[config.mk]
export PLATFORM = sky130hd
export DESIGN_NAME = afifo_wr_ctrl
export DESIGN_NICKNAME = d
export VERILOG_FILES = /design/src/rtl/afifo_pkg.sv /design/src/rtl/afifo_wr_ctrl_rr_arbiter.sv /design/src/rtl/afifo_wr_ctrl.sv
export SDC_FILE = /design/constraint.sdc
export NUM_CORES = 1
export LEC_CHECK = 0
export ABC_AREA = 1
export BUFFER_PORTS_ARGS = -buffer_cell sky130_fd_sc_hd__buf_4
export CORE_MARGIN = 5
export CORE_UTILIZATION = 40
export CTS_BUF_LIST = sky130_fd_sc_hd__clkbuf_4 sky130_fd_sc_hd__clkbuf_8
export DETAILED_ROUTE_END_ITERATION = 10
export PLACE_DENSITY = 0.7
export SYNTH_ARGS = -nofsm -noshare
export SYNTH_HDL_FRONTEND = slang
export SYNTH_SLANG_ARGS = --single-unit
[constraint.sdc]
create_clock -name wclk -period 6.2 [get_ports wclk]
set_input_delay 0.31 -clock wclk [delete_from_list [all_inputs] [get_ports wclk]]
set_output_delay 0.31 -clock wclk [all_outputs]
set_load 0.01 [all_outputs]
[src/rtl/afifo_pkg.sv]
// Shared helpers for the asynchronous FIFO write-side controller:
// Gray encode/decode and a constant log2 for sizing the arbiter index.
package afifo_pkg;

   function automatic logic [31:0] gray_enc(input logic [31:0] bin);
      return (bin >> 1) ^ bin;
   endfunction

   // Zero-extended inputs decode correctly because each binary bit is the XOR of the Gray bits above it.
   function automatic logic [31:0] gray2bin(input logic [31:0] gray);
      logic [31:0] bin;
      bin[31] = gray[31];
      for (int i = 30; i >= 0; i--) begin
         bin[i] = bin[i+1] ^ gray[i];
      end
      return bin;
   endfunction

   function automatic int clog2(input int n);
      int r;
      r = 0;
      for (int i = 0; i < 31; i++) begin
         if ((32'd1 << r) < n) begin
            r = r + 1;
         end else begin
            r = r;
         end
      end
      return r;
   endfunction

endpackage

[src/rtl/afifo_wr_ctrl_rr_arbiter.sv]
// Combinational round-robin arbiter: searches upward from last+1 (mod NREQ)
// and grants the first active requester when enabled.
module rr_arbiter
   import afifo_pkg::*;
#(
   parameter int NREQ = 4,
   parameter int LW   = 2
) (
   input  logic [NREQ-1:0] req,
   input  logic [LW-1:0]   last,
   input  logic            en,
   output logic [NREQ-1:0] gnt,
   output logic [LW-1:0]   gnt_idx
);

   // rotating priority search starting just after the previous winner
   always_comb begin
      int  idx;
      logic found;
      gnt     = '0;
      gnt_idx = last;
      found   = 1'b0;
      idx     = 0;
      if (en) begin
         for (int k = 1; k <= NREQ; k++) begin
            idx = (int'(last) + k) % NREQ;
            if (!found && req[idx]) begin
               found        = 1'b1;
               gnt[idx]     = 1'b1;
               gnt_idx      = LW'(idx);
            end else begin
               found = found;
            end
         end
      end else begin
         gnt = '0;
      end
   end

endmodule

[src/rtl/afifo_wr_ctrl.sv]
// Write-side controller of the asynchronous FIFO: round-robin producer
// arbitration, binary/Gray write pointers, and registered full/level status.
module afifo_wr_ctrl
   import afifo_pkg::*;
#(
   parameter int WIDTH      = 4,
   parameter int DATA_WIDTH = 8,
   parameter int NREQ       = 4,
   parameter int AF_THRESH  = 6
) (
   input  logic                       wclk,
   input  logic                       wrst_n,
   input  logic [NREQ-1:0]            req,
   input  logic [NREQ*DATA_WIDTH-1:0] req_data,
   input  logic [WIDTH-1:0]           wq2_rptr,
   output logic [NREQ-1:0]            gnt,
   output logic                       winc,
   output logic [DATA_WIDTH-1:0]      wdata,
   output logic [WIDTH-2:0]           waddr,
   output logic [WIDTH-1:0]           wptr,
   output logic                       wfull,
   output logic [WIDTH-1:0]           wlevel,
   output logic                       walmost_full
);

   localparam int LW = (clog2(NREQ) < 1) ? 1 : clog2(NREQ);

   logic [WIDTH-1:0] wbin_r;
   logic [LW-1:0]    last_r;
   logic [LW-1:0]    gnt_idx_s;
   logic [WIDTH-1:0] wbinnext_s;
   logic [WIDTH-1:0] wgraynext_s;
   logic [WIDTH-1:0] rbin_s;
   logic [WIDTH-1:0] level_next_s;
   logic [WIDTH-1:0] full_ptr_s;

   rr_arbiter #(
      .NREQ (NREQ),
      .LW   (LW)
   ) u_arb (
      .req     (req),
      .last    (last_r),
      .en      (~wfull),
      .gnt     (gnt),
      .gnt_idx (gnt_idx_s)
   );

   assign winc  = |gnt;
   assign waddr = wbin_r[WIDTH-2:0];

   // one-hot grant turns the AND-OR into a plain mux
   always_comb begin
      wdata = '0;
      for (int i = 0; i < NREQ; i++) begin
         wdata = wdata | (req_data[i*DATA_WIDTH +: DATA_WIDTH] & {DATA_WIDTH{gnt[i]}});
      end
   end

   // next-pointer, full-compare and fill-level arithmetic
   always_comb begin
      wbinnext_s   = wbin_r + {{(WIDTH-1){1'b0}}, winc};
      wgraynext_s  = WIDTH'(gray_enc(32'(wbinnext_s)));
      rbin_s       = WIDTH'(gray2bin(32'(wq2_rptr)));
      level_next_s = wbinnext_s - rbin_s;
      full_ptr_s   = {~wq2_rptr[WIDTH-1:WIDTH-2], wq2_rptr[WIDTH-3:0]};
   end

   // pointer, arbitration history and status registers
   always_ff @(posedge wclk or negedge wrst_n) begin
      if (!wrst_n) begin
         wbin_r       <= '0;
         wptr         <= '0;
         last_r       <= LW'(NREQ-1);
         wfull        <= 1'b0;
         wlevel       <= '0;
         walmost_full <= 1'b0;
      end else begin
         wbin_r       <= wbinnext_s;
         wptr         <= wgraynext_s;
         if (winc) begin
            last_r <= gnt_idx_s;
         end else begin
            last_r <= last_r;
         end
         wfull        <= (wgraynext_s == full_ptr_s);
         wlevel       <= level_next_s;
         walmost_full <= (level_next_s >= WIDTH'(AF_THRESH));
      end
   end

endmodule
After elaboration in Yosys (flattened, before gate mapping). Cells that the tools add are included.

Bits of input ports: 42. Output and inout port bits: 26. Logic and storage cells: 97. Register bits: 16.

$lt $le $gt $ge: 9. Reductions and logical operators: 17. Mux-type cells: 38. Add/sub/neg operators: 6. Equality and inequality tests: 1. Bitwise logic cells: 20.

Operators with widths (number): $and 8x8->8 (4); $mux 4 (8); $or 8x8->8 (3); $mux 1 (18); $lt 3x4->1 const B (4); $ge 3x1->1 const B (4); $or 4x4->4 (3); $bmux 1 s2 (4); $demux 1 s2 (4); $mux 2 (4); $reduce_or 2->1 (4); $logic_and 1x1->1 (7); $add 2x1->2 const B (2); $add 2x2->2 const B (2); $add 4x1->4 (1); $and 1x1->1 const A (4); $eq 4x4->1 (1); $ge 4x3->1 const B (1); $reduce_bool 4->1 (1); $reduce_or 4->1 (1); $sub 4x4->4 (1); $xor 3x4->4 (1); $logic_not 1->1 (3); $reduce_and 3->1 (1); 3 further kinds (5).

Logic depth before layout (Yosys ltp).
Word-level depth: 24. Depth in mapped cells: 25. Gate-level depth less buffers: 24.

Cells and area by module. A second synthesis with hierarchy kept.

Cell total of the unflattened synthesis: 246. Area, all modules: 1655.3 um^2.

Modules (own cells, without submodules): afifo_wr_ctrl (instances 1, area each 989.7 um^2, sequential area each 377.9 um^2, cells each 140); rr_arbiter (instances 1, area each 665.6 um^2, sequential area each 0.0 um^2, cells each 106).

Worst setup path after synthesis. No wires, ideal clock.

Path type: flip-flop to flip-flop. Start: register last_r[0]. End: register walmost_full. Cell stages (with the launch flop): 24. Arrival time: 3.671 ns. Setup time: 0.124 ns. Required time: 6.076 ns. Path buffers: 1. Slack: 2.405 ns. Clock period less this slack: 3.795 ns. Cell sequence: dfstp_2 -> buf_6 -> inv_6 -> ha_1 -> inv_1 -> nand3_4 -> nand2_8 -> nand2_4 -> nor2_8 -> nand3_4 -> a21oi_4 -> nor2_2 -> nand2_2 -> ha_1 -> ha_1 -> or2_2 -> nand2_1 -> inv_1 -> ha_1 -> a21oi_1 -> xor2_1 -> inv_1 -> nand2_1 -> nand3_1.

Cells in the longest elaborated chain, start to end: 22. Elaborated cells between the ends (all ways): 71. Those cells by class: 6 x add/sub; 9 x order compare; 34 x mux; 7 x bitwise; 15 x reduce/logical.

RTL lines: from (decl) (line afifo_wr_ctrl.sv:29) `logic [LW-1:0] last_r;`; from (signal assigned) (line afifo_wr_ctrl.sv:73) `last_r <= LW'(NREQ-1);`; from (signal assigned) (line afifo_wr_ctrl.sv:81) `last_r <= gnt_idx_s;`; from (signal assigned) (line afifo_wr_ctrl.sv:83) `last_r <= last_r;`; $add 2x1->2 (line afifo_wr_ctrl_rr_arbiter.sv:26) `idx = (int'(last) + k) % NREQ;`; $reduce_or 2->1 (no line) / $bmux 1 s2 (equally long branches); $and 1x1->1 (no line) / $mux 1 (equally long branches); $lt 3x4->1 (not written as such), or another cell as far along (line afifo_wr_ctrl_rr_arbiter.sv:29) `gnt[idx] = 1'b1;`; $logic_and 1x1->1 (not written as such) / $mux 1 (equally long branches) (line afifo_wr_ctrl_rr_arbiter.sv:29, afifo_wr_ctrl_rr_arbiter.sv:27); $mux 1, on equally long branches (line afifo_wr_ctrl_rr_arbiter.sv:29, afifo_wr_ctrl_rr_arbiter.sv:24); $demux 1 s2 / $logic_not 1->1 (equally long branches); $mux 4 / $logic_and 1x1->1 (equally long branches) (line afifo_wr_ctrl_rr_arbiter.sv:27) `if (!found && req[idx]) begin`; (+10 left out); net gnt[0] (line afifo_wr_ctrl.sv:16) `output logic [NREQ-1:0] gnt,`; $reduce_or 4->1 (*) (line afifo_wr_ctrl.sv:48) `assign winc = |gnt;`; net winc (line afifo_wr_ctrl.sv:17) `output logic winc,`; $add 4x1->4 (*) (line afifo_wr_ctrl.sv:61) `wbinnext_s = wbin_r + {{(WIDTH-1){1'b0}}, winc};`; net wbinnext_s[1] (line afifo_wr_ctrl.sv:31) `logic [WIDTH-1:0] wbinnext_s;`; $sub 4x4->4 (*) (line afifo_wr_ctrl.sv:64) `level_next_s = wbinnext_s - rbin_s;`; net level_next_s[2] (line afifo_wr_ctrl.sv:34) `logic [WIDTH-1:0] level_next_s;`; $ge 4x3->1 (*) (line afifo_wr_ctrl.sv:87) `walmost_full <= (level_next_s >= WIDTH'(AF_THRESH));`; to (signal assigned) (line afifo_wr_ctrl.sv:87); to (decl) (line afifo_wr_ctrl.sv:23) `output logic walmost_full`.

The timed path passes the listed nets; every way through them passes the cells marked *. The select of a mux whose other input is x is not followed. A chain may end at the register's enable or synchronous reset.

Worst setup path in the final report.
Start: register last_r[0]. End: register walmost_full.

Cells in the longest elaborated chain, start to end: 22. Elaborated cells between the ends (all ways): 71. Those cells by class: 6 x add/sub; 9 x order compare; 34 x mux; 7 x bitwise; 15 x reduce/logical.

RTL lines: $add 2x1->2 (line afifo_wr_ctrl_rr_arbiter.sv:26); $reduce_or 2->1 (no line) / $bmux 1 s2 (equally long branches); $and 1x1->1 (no line) / $mux 1 (equally long branches); $lt 3x4->1 (not written as such), or another cell as far along (line afifo_wr_ctrl_rr_arbiter.sv:29); $logic_and 1x1->1 (not written as such) / $mux 1 (equally long branches) (line afifo_wr_ctrl_rr_arbiter.sv:29, afifo_wr_ctrl_rr_arbiter.sv:27); $mux 1, on equally long branches (line afifo_wr_ctrl_rr_arbiter.sv:29, afifo_wr_ctrl_rr_arbiter.sv:24); $demux 1 s2 / $logic_not 1->1 (equally long branches); $mux 4 / $logic_and 1x1->1 (equally long branches) (line afifo_wr_ctrl_rr_arbiter.sv:27); (+8 left out); $mux 4 (*) (line afifo_wr_ctrl_rr_arbiter.sv:27); $mux 4 (*) (line afifo_wr_ctrl_rr_arbiter.sv:24) `if (en) begin`; $reduce_or 4->1 (*) (line afifo_wr_ctrl.sv:48); $add 4x1->4 (*) (line afifo_wr_ctrl.sv:61); net wbinnext_s[1] (line afifo_wr_ctrl.sv:31); $sub 4x4->4 (*) (line afifo_wr_ctrl.sv:64); net level_next_s[2] (line afifo_wr_ctrl.sv:34); $ge 4x3->1 (*) (line afifo_wr_ctrl.sv:87).

Marked as above.

==> flow_metrics.env <==
export IMPL_placement_rows=22
export IMPL_globalRouteOverflowTotal=0
export IMPL_clk_transition_reported_paths_ns=0.06
export IMPL_final_instance_count_excl_fill=319
export IMPL_grt_util_all_layers_pct=15.1
export IMPL_port_buffers=67
export IMPL_timing_fmax_ghz=0.246
export IMPL_bufs_and_invs_on_worst_path=4
export IMPL_route_final_wire_length_mm=3.75
export IMPL_synth_enable_flop_cells=0
export IMPL_pin_count_of_the_biggest_net_entering_global_routing=16
export IMPL_initial_util_pct=40.8
export IMPL_final_common_cell="sky130_fd_sc_hd__nand2_1"
export IMPL_post_synth_num_cell_types=28
export IMPL_synthDominantAreaCellType="sky130_fd_sc_hd__dfrtp_1"
export IMPL_final_net_count=327
export IMPL_synth_seq_area_share_pct=25.7
export IMPL_detail_route_drc_violations=0
export IMPL_drt_vias_per_instance=4.72
export IMPL_n_antenna_cell=0
export IMPL_timing_hold_violations_final=0
export IMPL_setup_repair_after_global_routing_missed_its_margin="no"
export IMPL_final_period_minus_worst_setup_slack_ns=4.06
export IMPL_worst_hold_startpoint="wq2_rptr[2]"
export IMPL_cts_setup_buffers=0
export IMPL_detailroute_via_count=1505
export IMPL_yosys_register_bits=15
export IMPL_slew_headroom_pct=71.0
export IMPL_slew_violations=0
export IMPL_drt_first_pass_iters=4
export IMPL_syn_cell_area_um2=1470
export IMPL_crit_path_max_incr_delay_ns=0.71
export IMPL_placed_cell_area_um2=2020
export IMPL_routabilityCongestion=0.802
export IMPL_ys_async_sr_fraction_pct=100
export IMPL_crit_path_max_fanout=13
export IMPL_cts_root_to_sink_buffers=2
export IMPL_max_clock_skew_ns=0.00104
export IMPL_synthToLayoutAreaGrowth_pct=41.5
export IMPL_top_post_synthesis_cells_by_area="sky130_fd_sc_hd__dfrtp_1 22%, sky130_fd_sc_hd__nand2_1 19%, sky130_fd_sc_hd__ha_1 11%, sky130_fd_sc_hd__nand3_1 6.8%, sky130_fd_sc_hd__xor2_1 5.4%"
export IMPL_chipHeight_um=70.6
export IMPL_crit_path_start="last_r[0]$_DFFE_PN1P_"
export IMPL_post_cts_resize_count=0
export IMPL_dpl_cell_count=314
export IMPL_worstHoldPathType="input port to flop"
export IMPL_critPathLaunchType="flop"
export IMPL_cts_htree_levels=1
export IMPL_grt_pass1_wl_mm=6.35
export IMPL_ios=68
export IMPL_final_area_um2=2080
export IMPL_wl_per_cell_um=11.8
export IMPL_cp_top_family="simple AND/OR/NAND/NOR gates"
export IMPL_finalCritPeriodShare_pct=65.6
export IMPL_cts_made_buffers=3
export IMPL_netlist_area_leader_share_pct=22.1
export IMPL_max_cap_violations=0
export IMPL_path_common_cell="sky130_fd_sc_hd__ha_1"
export IMPL_yosysWarningCount=0
export IMPL_fp_dieArea_um2=4990
export IMPL_yosys_most_used_dff="sky130_fd_sc_hd__dfrtp_1"
export IMPL_worst_setup_slack_for_register_to_register_paths_ns=2.14
export IMPL_tightest_slew_ns=0.434
export IMPL_timing_final_setup_violations=0
export IMPL_cts_tree="yes"
export IMPL_endpoint_kind="flop"
export IMPL_first_global_vias=1482
export IMPL_crit_arrival_ns=4.19
export IMPL_ctsRootBufferMaster="sky130_fd_sc_hd__clkbuf_8"
export IMPL_numClockSinks=15
export IMPL_crit_slowest_cell="sky130_fd_sc_hd__dfstp_2"
export IMPL_most_common_layout_cells="75 x sky130_fd_sc_hd__nand2_1, 67 x sky130_fd_sc_hd__buf_4, 20 x sky130_fd_sc_hd__nand3_1"
export IMPL_outcome="complete, no violations"
export IMPL_setup_worst_path_class="flop to flop"
export IMPL_worst_r2r_startpoint="last_r[0]$_DFFE_PN1P_"
export IMPL_floorplan_die_width_um=70.6
export IMPL_net_count_of_the_mapped_netlist=255
export IMPL_required_ns=6.32
export IMPL_drive_above_1_share_pct=35.8
export IMPL_grt_antenna_before_repair=0
export IMPL_fp_coreArea_um2=3610
export IMPL_syn_area_per_cell_um2=7.35
export IMPL_insertion_delay_ns=0.24
export IMPL_syn_instance_count=200
export IMPL_path_cells="inv_6, ha_1, inv_1, nand3_4, nand2_8, nand3_2, nor2_1, nor2_2, a21oi_4, nor2_2, nand2_2, ha_1, ha_1, or2_2, nand2_1, inv_1, ha_1, a21oi_1, xor2_1, inv_1, nand2_1, nand3_1"
export IMPL_dp_hpwl_mm=3.10
export IMPL_ctsHoldBuffers=1
export IMPL_finish_utilization_pct=57.7
export IMPL_residual_antenna_violating_net_count_after_detailed_routing=0
export IMPL_drt_iter0_markers=64
export IMPL_fin_setup_tns_ns=0
[cell type report]
class                           count  area [um2]
Clock buffer                        4        48.8
Fill cell                         341        1530
Inverter                           20        80.1
Multi-Input combinational cell    164        1000
Sequential cell                    15         378
Tap cell                           48        60.1
Timing Repair Buffer               68         513
[Yosys cell counts (2+ instances only)]
| master | number |
|---|---|
| sky130_fd_sc_hd__nand3_4 | 3 |
| sky130_fd_sc_hd__inv_1 | 15 |
| sky130_fd_sc_hd__nand2_1 | 75 |
| sky130_fd_sc_hd__nor2_1 | 5 |
| sky130_fd_sc_hd__ha_1 | 13 |
| sky130_fd_sc_hd__o21ai_0 | 5 |
| sky130_fd_sc_hd__inv_2 | 4 |
| sky130_fd_sc_hd__dfrtp_1 | 13 |
| sky130_fd_sc_hd__nand4_1 | 8 |
| sky130_fd_sc_hd__xor2_1 | 9 |
| sky130_fd_sc_hd__or2_2 | 2 |
| sky130_fd_sc_hd__nor2_2 | 2 |
| sky130_fd_sc_hd__dfstp_2 | 2 |
| sky130_fd_sc_hd__nand2_2 | 4 |
| sky130_fd_sc_hd__nand2_4 | 3 |
| sky130_fd_sc_hd__nand3_1 | 20 |
| sky130_fd_sc_hd__xnor2_1 | 4 |
| sky130_fd_sc_hd__a21oi_1 | 3 |
[state kept, by name, summed over array words and instances (netlist names)]
register	flops
last_r	2
walmost_full	1
wbin_r	4
wfull	1
wlevel	4
wptr	3
[worst min-delay path, cell delays in order]
cell and delay [ns]:
sky130_fd_sc_hd__buf_4 0.09, sky130_fd_sc_hd__xnor2_1 0.11, sky130_fd_sc_hd__nor4_1 0.04
[path summary, 6_finish.rpt]
path / endpoint / depth (start not counted)
worst min-delay path: wfull$_DFF_PN0_ / 3
worst max register to register: walmost_full$_DFF_PN0_ / 22
min in group asynchronous: wlevel[2]$_DFF_PN0_ / 2
max in group asynchronous: last_r[0]$_DFFE_PN1P_ / 2
worst max-delay path: walmost_full$_DFF_PN0_ / 22
worst min register to register: last_r[1]$_DFFE_PN1P_ / 2
[metrics by stage]
step / hold slack (ns) / worst slack, ns
CTS: 0.354 / 2.13
floorplan: 0.0144 / 2.40
global route: 0.357 / 1.78
global placement: 0.171 / 2.24
detailed placement: 0.173 / 2.14
finish: 0.354 / 2.14
[metal layers]
| layer | track usage (%) | up-vias | wire length, um |
|---|---|---|---|
| met5 | 0 | - | 0 |
| met4 | 2.92 | 0 | 12 |
| met3 | 4.12 | 2 | 332 |
| met2 | 25.4 | 52 | 1760 |
| met1 | 19.5 | 663 | 1650 |
| li1 | - | 788 | - |
[cell families (layout without fill, tap and decap cells)]
logic type               Yosys count  count (layout)  synth area share [%]
AND/OR/NAND/NOR                  126             126                  43.7
adder cells (fa/ha/maj)           13              13                  11.1
buffers and inverters             21              92                  6.21
XOR/XNOR                          13              13                  7.74
AO/OA/AOI/OAI                     12              12                  5.53
flip-flops                        15              15                  25.7
Power is left out: the tool's default activity adds up to more than one toggle a clock period on the data nets, which glitch-free logic cannot reach.
